### src/rtl/axi_ar_allocator_qos.sv
// axi_ar_allocator_qos: merges N AR channels into one registered AR output using QoS/round-robin arbitration.
// Each port has an outstanding-read limit; R-channel completions free up that port's slots again.
module axi_ar_allocator_qos #(
    parameter int AXI_ADDRESS_W   = 32,
    parameter int AXI_USER_W      = 6,
    parameter int N_TARG_PORT     = 7,
    parameter int LOG_N_TARG      = $clog2(N_TARG_PORT),
    parameter int AXI_ID_IN       = 16,
    parameter int AXI_ID_OUT      = AXI_ID_IN + LOG_N_TARG,
    parameter bit QOS_EN          = 1'b1,
    parameter int MAX_OUTSTANDING = 8,
    parameter int CNT_W           = $clog2(MAX_OUTSTANDING + 1)
) (
    input  logic                                 clk,
    input  logic                                 rst_n,
    input  logic [N_TARG_PORT*AXI_ID_IN-1:0]     arid_i,
    input  logic [N_TARG_PORT*AXI_ADDRESS_W-1:0] araddr_i,
    input  logic [N_TARG_PORT*8-1:0]             arlen_i,
    input  logic [N_TARG_PORT*3-1:0]             arsize_i,
    input  logic [N_TARG_PORT*2-1:0]             arburst_i,
    input  logic [N_TARG_PORT-1:0]               arlock_i,
    input  logic [N_TARG_PORT*4-1:0]             arcache_i,
    input  logic [N_TARG_PORT*3-1:0]             arprot_i,
    input  logic [N_TARG_PORT*4-1:0]             arregion_i,
    input  logic [N_TARG_PORT*AXI_USER_W-1:0]    aruser_i,
    input  logic [N_TARG_PORT*4-1:0]             arqos_i,
    input  logic [N_TARG_PORT-1:0]               arvalid_i,
    output logic [N_TARG_PORT-1:0]               arready_o,
    output logic [AXI_ID_OUT-1:0]                arid_o,
    output logic [AXI_ADDRESS_W-1:0]             araddr_o,
    output logic [7:0]                           arlen_o,
    output logic [2:0]                           arsize_o,
    output logic [1:0]                           arburst_o,
    output logic                                 arlock_o,
    output logic [3:0]                           arcache_o,
    output logic [2:0]                           arprot_o,
    output logic [3:0]                           arregion_o,
    output logic [AXI_USER_W-1:0]                aruser_o,
    output logic [3:0]                           arqos_o,
    output logic                                 arvalid_o,
    input  logic                                 arready_i,
    input  logic                                 rdone_valid_i,
    input  logic [LOG_N_TARG-1:0]                rdone_port_i,
    output logic [N_TARG_PORT-1:0]               busy_o
);
    logic [CNT_W-1:0]       cnt [N_TARG_PORT];
    logic [LOG_N_TARG-1:0]  ptr;
    logic [LOG_N_TARG-1:0]  win;
    logic [LOG_N_TARG-1:0]  sel;
    logic [N_TARG_PORT-1:0] elig;
    logic [N_TARG_PORT-1:0] cand;
    logic [3:0]             max_qos;
    logic                   found;
    logic                   load;
    logic                   any_elig;
    int                     idx;

    assign load      = !arvalid_o || arready_i;
    assign any_elig  = |elig;
    assign arready_o = (rst_n && load && any_elig) ? N_TARG_PORT'(1) << win : '0;

    always_comb begin
        max_qos = '0;
        cand    = '0;
        win     = '0;
        found   = 1'b0;
        idx     = 0;
        sel     = '0;
        for (int i = 0; i < N_TARG_PORT; i++)
            if (elig[i] && arqos_i[i*4 +: 4] > max_qos) max_qos = arqos_i[i*4 +: 4];
        for (int i = 0; i < N_TARG_PORT; i++)
            cand[i] = elig[i] && (!QOS_EN || arqos_i[i*4 +: 4] == max_qos);
        // first candidate at or after the pointer, wrapping explicitly for non-power-of-2 N
        for (int k = 0; k < N_TARG_PORT; k++) begin
            idx = int'(ptr) + k;
            if (idx >= N_TARG_PORT) idx = idx - N_TARG_PORT;
            sel = LOG_N_TARG'(idx);
            if (!found && cand[sel]) begin
                found = 1'b1;
                win   = sel;
            end
        end
    end

    always_ff @(posedge clk or negedge rst_n) begin
        if (!rst_n) begin
            arvalid_o  <= 1'b0;
            ptr        <= '0;
            arid_o     <= '0;
            araddr_o   <= '0;
            arlen_o    <= '0;
            arsize_o   <= '0;
            arburst_o  <= '0;
            arlock_o   <= 1'b0;
            arcache_o  <= '0;
            arprot_o   <= '0;
            arregion_o <= '0;
            aruser_o   <= '0;
            arqos_o    <= '0;
        end else if (load) begin
            arvalid_o <= any_elig;
            if (any_elig) begin
                ptr        <= (win == LOG_N_TARG'(N_TARG_PORT - 1)) ? '0 : win + 1'b1;
                arid_o     <= {win, arid_i[win*AXI_ID_IN +: AXI_ID_IN]};
                araddr_o   <= araddr_i[win*AXI_ADDRESS_W +: AXI_ADDRESS_W];
                arlen_o    <= arlen_i[win*8 +: 8];
                arsize_o   <= arsize_i[win*3 +: 3];
                arburst_o  <= arburst_i[win*2 +: 2];
                arlock_o   <= arlock_i[win];
                arcache_o  <= arcache_i[win*4 +: 4];
                arprot_o   <= arprot_i[win*3 +: 3];
                arregion_o <= arregion_i[win*4 +: 4];
                aruser_o   <= aruser_i[win*AXI_USER_W +: AXI_USER_W];
                arqos_o    <= arqos_i[win*4 +: 4];
            end
        end
    end

    for (genvar g = 0; g < N_TARG_PORT; g++) begin : g_cnt
        logic inc, dec;
        assign inc       = arready_o[g];
        assign dec       = rdone_valid_i && rdone_port_i == LOG_N_TARG'(g) && cnt[g] != '0;
        assign busy_o[g] = cnt[g] == CNT_W'(MAX_OUTSTANDING);
        assign elig[g]   = arvalid_i[g] && cnt[g] < CNT_W'(MAX_OUTSTANDING);
        always_ff @(posedge clk or negedge rst_n) begin
            if (!rst_n) cnt[g] <= '0;
            else if (inc && !dec) cnt[g] <= cnt[g] + 1'b1;
            else if (dec && !inc) cnt[g] <= cnt[g] - 1'b1;
        end
    end
endmodule

### config.mk
export PLATFORM = sky130hd
export DESIGN_NAME = axi_ar_allocator_qos
export DESIGN_NICKNAME = d
export VERILOG_FILES = /design/src/rtl/axi_ar_allocator_qos.sv
export SDC_FILE = /design/constraint.sdc
export NUM_CORES = 1
export LEC_CHECK = 0
export CAP_MARGIN = 40
export CORE_AREA = 2 2 272 274
export DETAILED_ROUTE_END_ITERATION = 12
export DIE_AREA = 0 0 274 276
export MAX_ROUTING_LAYER = met4
export PLACE_DENSITY = 0.45
export SLEW_MARGIN = 20
export SYNTH_ARGS = -nofsm -noshare
export SYNTH_HDL_FRONTEND = slang
export SYNTH_SLANG_ARGS = --single-unit
### constraint.sdc
create_clock -name clk -period 23 [get_ports clk]
set_input_delay 4.6 -clock clk [delete_from_list [all_inputs] [get_ports clk]]
set_output_delay 4.6 -clock clk [all_outputs]
set_load 0.005 [all_outputs]
==> results by group, run 1 <==
Routing
  – Via density per instance: 4.87
  – Final Routed Wirelength: 77200 µm
  – Drt first pass iters: 5
  – WL/cell: 24.0 µm
  – Antenna viol nets, final: 0
  – DRC Markers: 0
  – DRT iter0 DRCs: 880
  – Vias: 15700

Worst setup path
  – CP required: 18.40 ns
  – Crit path DAT: 17.74 ns
  – Crit path kind: in -> out
  – Worst r2r src: cnt[27]$_DFFE_PN0P_
  – R2R depth: 60
  – Stages on worst setup path: between 50 and 60
  – Crit-path max cell delay: between 0.5 and 0.6 ns
  – Critical Path Most Common Cell: ha_1
  – R2R Path End: arprot_o[0]$_DFFE_PN0P_
  – Top cell family by delay on the critical path: compound AO/OA/AOI/OAI gates
  – Critical path capture point type: output pin
  – Worst path buffer plus inverter count: 7
  – Slowest cell on crit path: nor4bb_1
  – R2R setup slack: roughly 8.5 ns
  – Crit-path max FO: 7
  – Worst Setup Start Kind: primary input

STA
  – Final Skew: approximately 0.019 ns
  – Max Freq: 44.8 MHz
  – Crit path time final: 22.34 ns
  – Fin crit share: 97.1%
  – Setup TNS: 0 ns
  – Max-slew violation count: 0
  – Final setup fails: 0
  – Slew HR: 45.8%
  – Worst-Margin Slew: 0.811 ns
  – Hold Vio Cnt, Final: 0

Floorplan
  – Die area: 0.0756 mm²
  – IO Count: 696
  – Starting utilization of the core area: between 15 and 20%
  – FP Rows: 99
  – Placeable Area: 0.0726 mm²
  – Chip Width: 274 µm
  – Die height: approximately 280 µm

Synthesis
  – Synth unique cells: 97
  – Top-count cell post-synth: mux2i_1
  – Top cells by area, synth: dfrtp_1 (22%), mux2i_1 (11%), mux2_2 (8.2%)
  – Post-synthesis sequential area ratio: 22.1%
  – Post-synth top area cell: dfrtp_1
  – Mean Syn Cell Area: 8.86 µm²
  – Mapped Cells: 1509
  – EDFF count, synth: 0
  – Post-synth top area share: around 22%
  – Commonest cells in the netlist: mux2i_1 (146), dfrtp_1 (118), nand2_1 (112), mux2_2 (97), a21oi_1 (93)
  – Synth Warn #: 0
  – Synthesized area: approximately 0.013 mm²
  – Net count after synthesis: 2163
  – FF+latch count, synth: ~120
  – Ys async rst share: 100%
  – Dominant synthesized flop cell: dfrtp_1

Clock tree
  – Reg clk slew, reported paths: 0.08 ns
  – CTS root buffer: clkbuf_16
  – Clk_lat worst skew: approximately 0.47 ns
  – CTS buffer count: 17
  – H-tree depth: 4
  – CTS Buffer Depth: 2
  – CTS tree: built
  – Clock Sink Count: 118
  – Hold-fix buffers at CTS: 0

Place
  – GP Congestion: 0.933
  – PortBufs: 695
  – Post-DP HPWL: 62800 µm

Min path
  – Hold_sp: arid_o[17]$_DFFE_PN0P_
  – Hold depth: 2
  – Worst hold path type: reg -> reg
  – Worst Hold End: arid_o[17]$_DFFE_PN0P_

GRT
  – Grt met2 use: approximately a third
  – Number of global-route vias before repair: 16000
  – Initial antenna violation count: 11
  – Largest net degree at the start of global routing: 63
  – Met3 Use GR: 4.93%
  – GRT met1 Usage: 22.2%
  – Global route hottest layer: met2
  – First-pass GRT wire length: 109000 µm
  – GR Overflow Total: 0
  – GRT Overall Usage: 20.1%

Finish
  – Final #Nets: 2890
  – Fillers: 7617
  – Area growth, synth to finish: 70.2%
  – Fraction of layout cells with a size suffix above 1: 14.5%

Status
  – Status: completed

Flow run
  – Maxcap violations: 0
[final cells by class]
cell class                      count  area (µm²)  area share (%)
Timing Repair Buffer              824        8000            35.1
Tap cell                          959        1200            5.27
Clock inverter                     15         174           0.764
Inverter                           36         135           0.594
Antenna cell                       11        27.5           0.121
Sequential cell                   118        2950            13.0
Multi-Input combinational cell   1239        9840            43.3
Clock buffer                       17         425            1.87
[state kept, by name, summed over array words and instances (netlist names)]
signal      flops
araddr_o       32
cnt            28
arid_o         19
arlen_o         8
aruser_o        6
arcache_o       4
arqos_o         4
arregion_o      4
arprot_o        3
arsize_o        3
ptr             3
arburst_o       2
arlock_o        1
arvalid_o       1
[worst max-delay path by stage]
stage,from,to,slack [ns]
floorplan,arvalid_i[0],arready_o[3],1.52
global placement,arvalid_i[0],arready_o[3],0.40
detailed placement,arvalid_i[0],arready_o[4],0.11
CTS,arvalid_i[0],arready_o[4],0.06
global route,arvalid_i[0],arready_o[3],-0.05
finish,arvalid_i[0],arready_o[3],0.66
[through the flow]
| step | setup WS, ns | hold slack [ns] | area [µm²] | std cells | utilization (%) |
|---|---|---|---|---|---|
| final | 0.660 | 0.490 | 22800 | 3219 | 31.3 |
| after global routing | -0.0504 | 0.521 | 22700 | 3217 | 31.3 |
| after CTS | 0.0640 | 0.498 | 22600 | 3201 | 31.1 |
| after detailed placement | 0.109 | 0.477 | 22000 | 3169 | 30.2 |
| after global placement | 0.397 | 0.466 | 21900 | 3165 | 30.1 |
| after floorplan | 1.52 | 0.460 | 13400 | 1509 | - |
[per-layer routing]
layer	share of wire, %	up-vias	wire [µm]
met1	39	7521	30300
met5	0	-	0
met2	51	641	39200
met4	2.8	0	2180
met3	7.0	84	5440
li1	-	7417	-
[layout by cell type, fill, tap and decap left out, types with 13 or more instances in the layout]
cell type / netlist / final
a211oi_1: 14 / 13
a32oi_1: 41 / 40
nor2_1: 64 / 58
a22oi_1: 43 / 43
nand4_1: 18 / 18
nor3_1: 19 / 17
ha_1: 51 / 51
dfrtp_1: 118 / 118
clkdlybuf4s50_1: 0 / 694
o21ai_0: 43 / 39
nand2_1: 112 / 111
buf_4: 9 / 124
a221o_1: 50 / 50
mux2_2: 97 / 97
a2bb2oi_1: 37 / 37
a21oi_1: 93 / 90
mux2i_1: 146 / 146
a21o_1: 14 / 14
nand3_1: 60 / 60
xnor2_1: 38 / 38
clkbuf_16: 0 / 17
a221oi_1: 49 / 49
or3_1: 13 / 13
inv_1: 36 / 36
[worst register-to-register path: cells and delay by family, from the launching register on]
| kind | cells | cell delay [ns] |
|---|---|---|
| mux | 3 | 1.26 |
| fa+ha+maj | 6 | 1.77 |
| flops | 1 | 0.46 |
| simple gates | 18 | 3.68 |
| buf+inv | 7 | 1.70 |
| compound gates | 26 | 5.52 |
[kinds of logic after synthesis]
group / Yosys count / share of synthesized area, %
xor+xnor: 50 / 3.28
fa+ha+maj: 62 / 6.21
mux: 244 / 19.3
flops: 118 / 22.1
simple gates: 386 / 15.0
buf+inv: 152 / 5.47
compound gates: 497 / 28.7
[repair_timing]
item                                    4_1_cts  5_1_grt
setup buffers                                 0        6
gates resized for setup                       0       28
endpoints found under the setup margin        0        7
Power of run 1 is left out: the tool's default activity adds up to more than one toggle a clock period on the data nets, which glitch-free logic cannot reach.
==> inputs of run 2 (changes only) <==
==> constraint.sdc (replaced) <==
create_clock -name clk -period 23 [get_ports clk]
set_input_delay 2.3 -clock clk [delete_from_list [all_inputs] [get_ports clk]]
set_output_delay 2.3 -clock clk [all_outputs]
set_load 0.005 [all_outputs]
==> results by group, run 2 (synthesis results as in run 1) <==
Place
  – Post-DP HPWL: 61100 µm
  – PortBufs: 695
  – GP Congestion: around 0.9

Routing
  – Via density per instance: ~5
  – WL/cell: 24.5 µm
  – Drt first pass iters: 5
  – DRC Markers: 0
  – DRT iter0 DRCs: roughly 800
  – Vias: roughly 16000
  – Final Routed Wirelength: roughly 76000 µm
  – Antenna viol nets, final: 0

Worst setup path
  – Worst r2r src: cnt[27]$_DFFE_PN0P_
  – CP required: 20.70 ns
  – Critical Path Most Common Cell: ha_1
  – Critical path capture point type: output pin
  – Crit path kind: in -> out
  – Crit path DAT: 18.08 ns
  – R2R setup slack: 5.12 ns
  – Slowest cell on crit path: o31ai_4
  – Crit path capture: arready_o[3]
  – Crit-path max FO: 18
  – R2R depth: 61
  – Worst Setup Start Kind: primary input
  – Crit-path max cell delay: about 0.65 ns
  – Worst setup path startpoint: arvalid_i[0]
  – R2R Path End: arlen_o[5]$_DFFE_PN0P_

Clock tree
  – H-tree depth: 4
  – Clk_lat worst skew: 0.47 ns
  – CTS tree: built
  – CTS Buffer Depth: 2
  – Clock Sink Count: 118
  – CTS root buffer: clkbuf_16
  – Post-CTS setup buffer count: 0
  – Reg clk slew, reported paths: around 0.07 ns
  – CTS buffer count: 17
  – Cts repair resizes: 0
  – Hold-fix buffers at CTS: 0

GRT
  – GR Overflow Total: 0
  – Initial antenna violation count: 11
  – Largest net degree at the start of global routing: 110
  – First-pass GRT wire length: 109000 µm
  – Number of global-route vias before repair: 16000
  – GRT Overall Usage: 20.0%

STA
  – Max Freq: approximately 49 MHz
  – Max-slew violation count: 0
  – Slew HR: between 40% and 50%
  – Crit path time final: 20.38 ns
  – Worst-Margin Slew: 0.896 ns
  – Hold Vio Cnt, Final: 0
  – Final Skew: around 0.019 ns
  – Setup TNS: 0 ns
  – RSZ-0062 raised after global routing: no
  – Final setup fails: 0
  – Fin crit share: between 80% and 90%

Finish
  – Most common cell after layout, fill and taps aside: clkdlybuf4s50_1
  – Most frequent cells in the layout: clkdlybuf4s50_1 (694), mux2i_1 (146), dfrtp_1 (118), nand2_1 (112), mux2_2 (97)
  – Max reg flops: 32
  – Fillers: 7647
  – Largest registers: araddr_o (32), cnt (28), arid_o (19)
  – Largest Register: araddr_o
  – Area growth, synth to finish: 63.6%
  – Final #Nets: about 2800
  – Fraction of layout cells with a size suffix above 1: 9.19%

Floorplan
  – Starting utilization of the core area: 18.4%
  – Die area: about 0.076 mm²
  – Die height: 276 µm
  – Chip Width: 274 µm
  – FP Rows: 99
  – IO Count: between 600 and 700
  – Placeable Area: 0.0726 mm²

Status
  – Status: completed

Flow run
  – Maxcap violations: 0

Min path
  – Worst hold path type: reg -> reg
-- run 2: through the flow --
step / utilization (%) / std cells / hold WS [ns] / setup slack (ns) / instance area, µm²
2_1_floorplan: - / 1509 / 0.460 / 6.12 / 13400
3_3_place_gp: 29.1 / 3065 / 0.467 / 3.14 / 21100
3_5_place_dp: 29.2 / 3068 / 0.485 / 2.83 / 21200
4_1_cts: 30.0 / 3100 / 0.504 / 2.74 / 21800
5_1_grt: 30.1 / 3110 / 0.542 / 1.16 / 21900
6_report: 30.1 / 3112 / 0.499 / 2.62 / 21900
-- run 2: layout make-up --
| class | instances | area (µm²) | share of cell area (%) |
|---|---|---|---|
| clock buffer | 17 | 425 | 1.95 |
| antenna | 10 | 25.0 | 0.114 |
| inverter | 36 | 135 | 0.618 |
| clock inverter | 15 | 183 | 0.836 |
| tap | 959 | 1200 | 5.49 |
| sequential | 118 | 2950 | 13.5 |
| multi-input combinational | 1239 | 9740 | 44.6 |
| timing repair buffer | 718 | 7200 | 32.9 |
-- run 2: how the worst min path moves through the flow --
| stage | startpoint | endpoint | slack, ns | cells past startpoint |
|---|---|---|---|---|
| after floorplan | cnt[11]$_DFFE_PN0P_ | cnt[11]$_DFFE_PN0P_ | 0.46 | 1 |
| final | arid_o[17]$_DFFE_PN0P_ | arid_o[17]$_DFFE_PN0P_ | 0.50 | 2 |
| after detailed placement | arid_o[17]$_DFFE_PN0P_ | arid_o[17]$_DFFE_PN0P_ | 0.49 | 2 |
| after global placement | arid_o[16]$_DFFE_PN0P_ | arid_o[16]$_DFFE_PN0P_ | 0.47 | 2 |
| after CTS | arid_o[17]$_DFFE_PN0P_ | arid_o[17]$_DFFE_PN0P_ | 0.50 | 2 |
| after global routing | arid_o[17]$_DFFE_PN0P_ | arid_o[17]$_DFFE_PN0P_ | 0.54 | 2 |
-- run 2: critical path: cells and delay by family --
kind	cells	cell delay (ns)
AOI/OAI and AO/OA	31	7.99
muxes	2	0.82
buffers and inverters	4	1.32
and+or+nand+nor	16	3.69
adders and majority gates	6	1.90
-- run 2: per-layer routing --
metal,GRT usage (%),up-vias,routed length [µm]
met3,4.96,66,5550
met4,5.57,0,1560
li1,-,7217,-
met2,35.0,660,38900
met1,22.6,7575,30300
met5,-,-,0
Power of run 2 is left out for the same reason.
==> RTL edit (config.mk and constraints of run 2) <==
Make the reset (`rst_n`) synchronous in 2 clocked blocks.
--- a/src/rtl/axi_ar_allocator_qos.sv
+++ b/src/rtl/axi_ar_allocator_qos.sv
@@ -82,7 +82,7 @@
         end
     end
 
-    always_ff @(posedge clk or negedge rst_n) begin
+    always_ff @(posedge clk) begin
         if (!rst_n) begin
             arvalid_o  <= 1'b0;
             ptr        <= '0;
@@ -122,7 +122,7 @@
         assign dec       = rdone_valid_i && rdone_port_i == LOG_N_TARG'(g) && cnt[g] != '0;
         assign busy_o[g] = cnt[g] == CNT_W'(MAX_OUTSTANDING);
         assign elig[g]   = arvalid_i[g] && cnt[g] < CNT_W'(MAX_OUTSTANDING);
-        always_ff @(posedge clk or negedge rst_n) begin
+        always_ff @(posedge clk) begin
             if (!rst_n) cnt[g] <= '0;
             else if (inc && !dec) cnt[g] <= cnt[g] + 1'b1;
             else if (dec && !inc) cnt[g] <= cnt[g] - 1'b1;
Function: changed (a bounded check fails within 4 cycles, from zero or initial values and one cycle with rst_n low; the reset may be asserted at any time).
==> RTL edit against run 2 <==
- register-to-register slack improved by 0.71 ns
- maximum frequency fell by 2.5%
- critical path type unchanged
- sequential cell count did not move
- wire length rose by 20%
- worst setup slack got worse by 0.53 ns
- critical endpoint unchanged
- highest routed layer unchanged
- first-iteration DRC count rose by 88%
- via count rose by 13%
- area after synthesis rose by 0.91%
- final area rose by 1.2%
==> RTL edit: results (changes against run 2) <==
| Metric | Value |
|---|---|
| Placed insts | 3277 (+6.8%) |
| Vias in the first global route | 17700 (+10%) |
| Sw power | 2.82 mW |
| Net Count, Synth | 2364 (+9.3%) |
| WHS Endpoint | arid_o[17]$_SDFFE_PN0P_ |
| Placement Setup Slack | 1.99 ns (-0.839 ns) |
| Reg2reg path depth | 62 (+1.6%) |
| Most used DFF post-synth | dfxtp_1 |
| Worst reg2reg path startpoint | cnt[0][3]$_DFFE_PP_ |
| Latest clock arrival within the worst-skew pair | 0.49 ns (+0.02 ns) |
| Final net count | 2982 (+7.1%) |
| Largest net degree at the start of global routing | 70 (-36%) |
| Hold path startpoint | arid_o[17]$_SDFFE_PN0P_ |
| Power Total | 4.85 mW |
| GRT Util Overall | 24.0% (+4.0 points) |
| Slew margin rel. | 36.2% (-4.0 points) |
| Number of flops mapped to enable cells by yosys | 28 (+28) |
| Cells after Synth | 1723 (+14%) |
| Status | finished, final reports clean |
| Drt total wl | 91400 um (+20%) |
| Post-synth top area share | 13.4% (-8.7 points) |
| DP HPWL | 73200 um (+20%) |
| Peak supply drop | 175 uV |
| Global-route wire length before repair | 129000 um (+18%) |
| RePlAce Congestion | 0.951 (+5.5%) |
| Share of layout cells above drive strength 1 | 12.0% (+2.8 points) |
| Via density per instance | 5.26 (+5.6%) |
| Arrival @ worst endpoint | 18.61 ns (+0.53 ns) |
| Area occupied by multi-input gates | 0.0101 mm^2 (+4.2%) |
| Slowest-stage cell, CP | nor3_1 |
| Initial antenna violation count | 6 (-5) |
| Synth cell count leaders | nand3_1, mux2_2, o21ai_0 |
| Synth area leaders | dfxtp_1, mux2_2, nand3_1, edfxtp_1, a222oi_1 |
| Hold WS | 0.476 ns (-0.0232 ns) |
| DRT Pass-1 Iters | 6 (+1) |
| Reg-to-reg critical path endpoint | arregion_o[2]$_SDFFE_PN0P_ |
| Max FO, Critical Path | 11 (-7) |
| Clk slew on worst S/H paths | 0.06 ns |
| Post-synth ARST share | 0% (-100 points) |
| Placed cell areas | 0.0215 mm^2 (+1.4%) |
| Clock Skew | 0.0154 ns (-0.00394 ns) |
| Reg2reg setup slack | 5.83 ns (+0.71 ns) |
| Vias | 17500 (+13%) |
| CP max stage delay | 0.75 ns (+0.10 ns) |
| Sequential share of the synthesized area | 19.6% (-2.5 points) |
| Synth cell types | 102 (+5.2%) |
| Filler cells | 7748 (+1.3%) |
-- RTL edit: cell types whose count changed after synthesis, sizes merged, moves of 59 or more --
cell | before | now
a222oi | 0 | 71
dfrtp | 118 | 0
dfxtp | 0 | 90
mux2 | 97 | 156
mux2i | 146 | 25
nand3 | 60 | 178
o211ai | 11 | 83
o21ai | 50 | 149
-- RTL edit: how the worst max path moves through the flow --
stage                     cells after the start  slack [ns]            to
after floorplan                              63        6.10  arready_o[3]
after global placement                       61        2.05  arready_o[3]
after detailed placement                     63        1.99  arready_o[3]
after CTS                                    62        1.91  arready_o[3]
after global routing                         62        1.05  arready_o[3]
final                                        60        2.09  arready_o[3]
-- RTL edit: cell families (layout without fill, tap and decap cells) --
family / Yosys count / after routing / synth area share, %
compound gates: 630 / 630 / 33.4
simple gates: 514 / 514 / 19.5
buf+inv: 198 / 829 / 5.84
mux: 182 / 182 / 15.0
flops: 118 / 118 / 19.6
fa+ha+maj: 46 / 46 / 4.38
xor+xnor: 35 / 35 / 2.27
other cells: 0 / 6 / 0
-- RTL edit: layer usage --
layer	GRT usage, %	vias up	wire length (um)
li1	-	8018	-
met1	28.8	8630	38100
met2	41.9	770	46500
met3	4.00	53	5410
met4	5.03	0	1370
met5	-	-	0
-- RTL edit: cell type report --
cell class              count  area share [%]
diodes                      6          0.0679
clock buffers              17            1.92
clock inverters            15           0.701
inverters                  61            1.04
multi-input cells        1407            45.9
flip-flops and latches    118            11.9
well taps                 959            5.42
repair buffers            736            33.0
-- RTL edit: worst max-delay path: cells and delay by family --
| kind | cells | cell delay, ns |
|---|---|---|
| AOI/OAI and AO/OA | 25 | 7.40 |
| muxes | 2 | 0.71 |
| and+or+nand+nor | 21 | 4.55 |
| buffers and inverters | 5 | 1.55 |
| adders and majority gates | 7 | 2.07 |
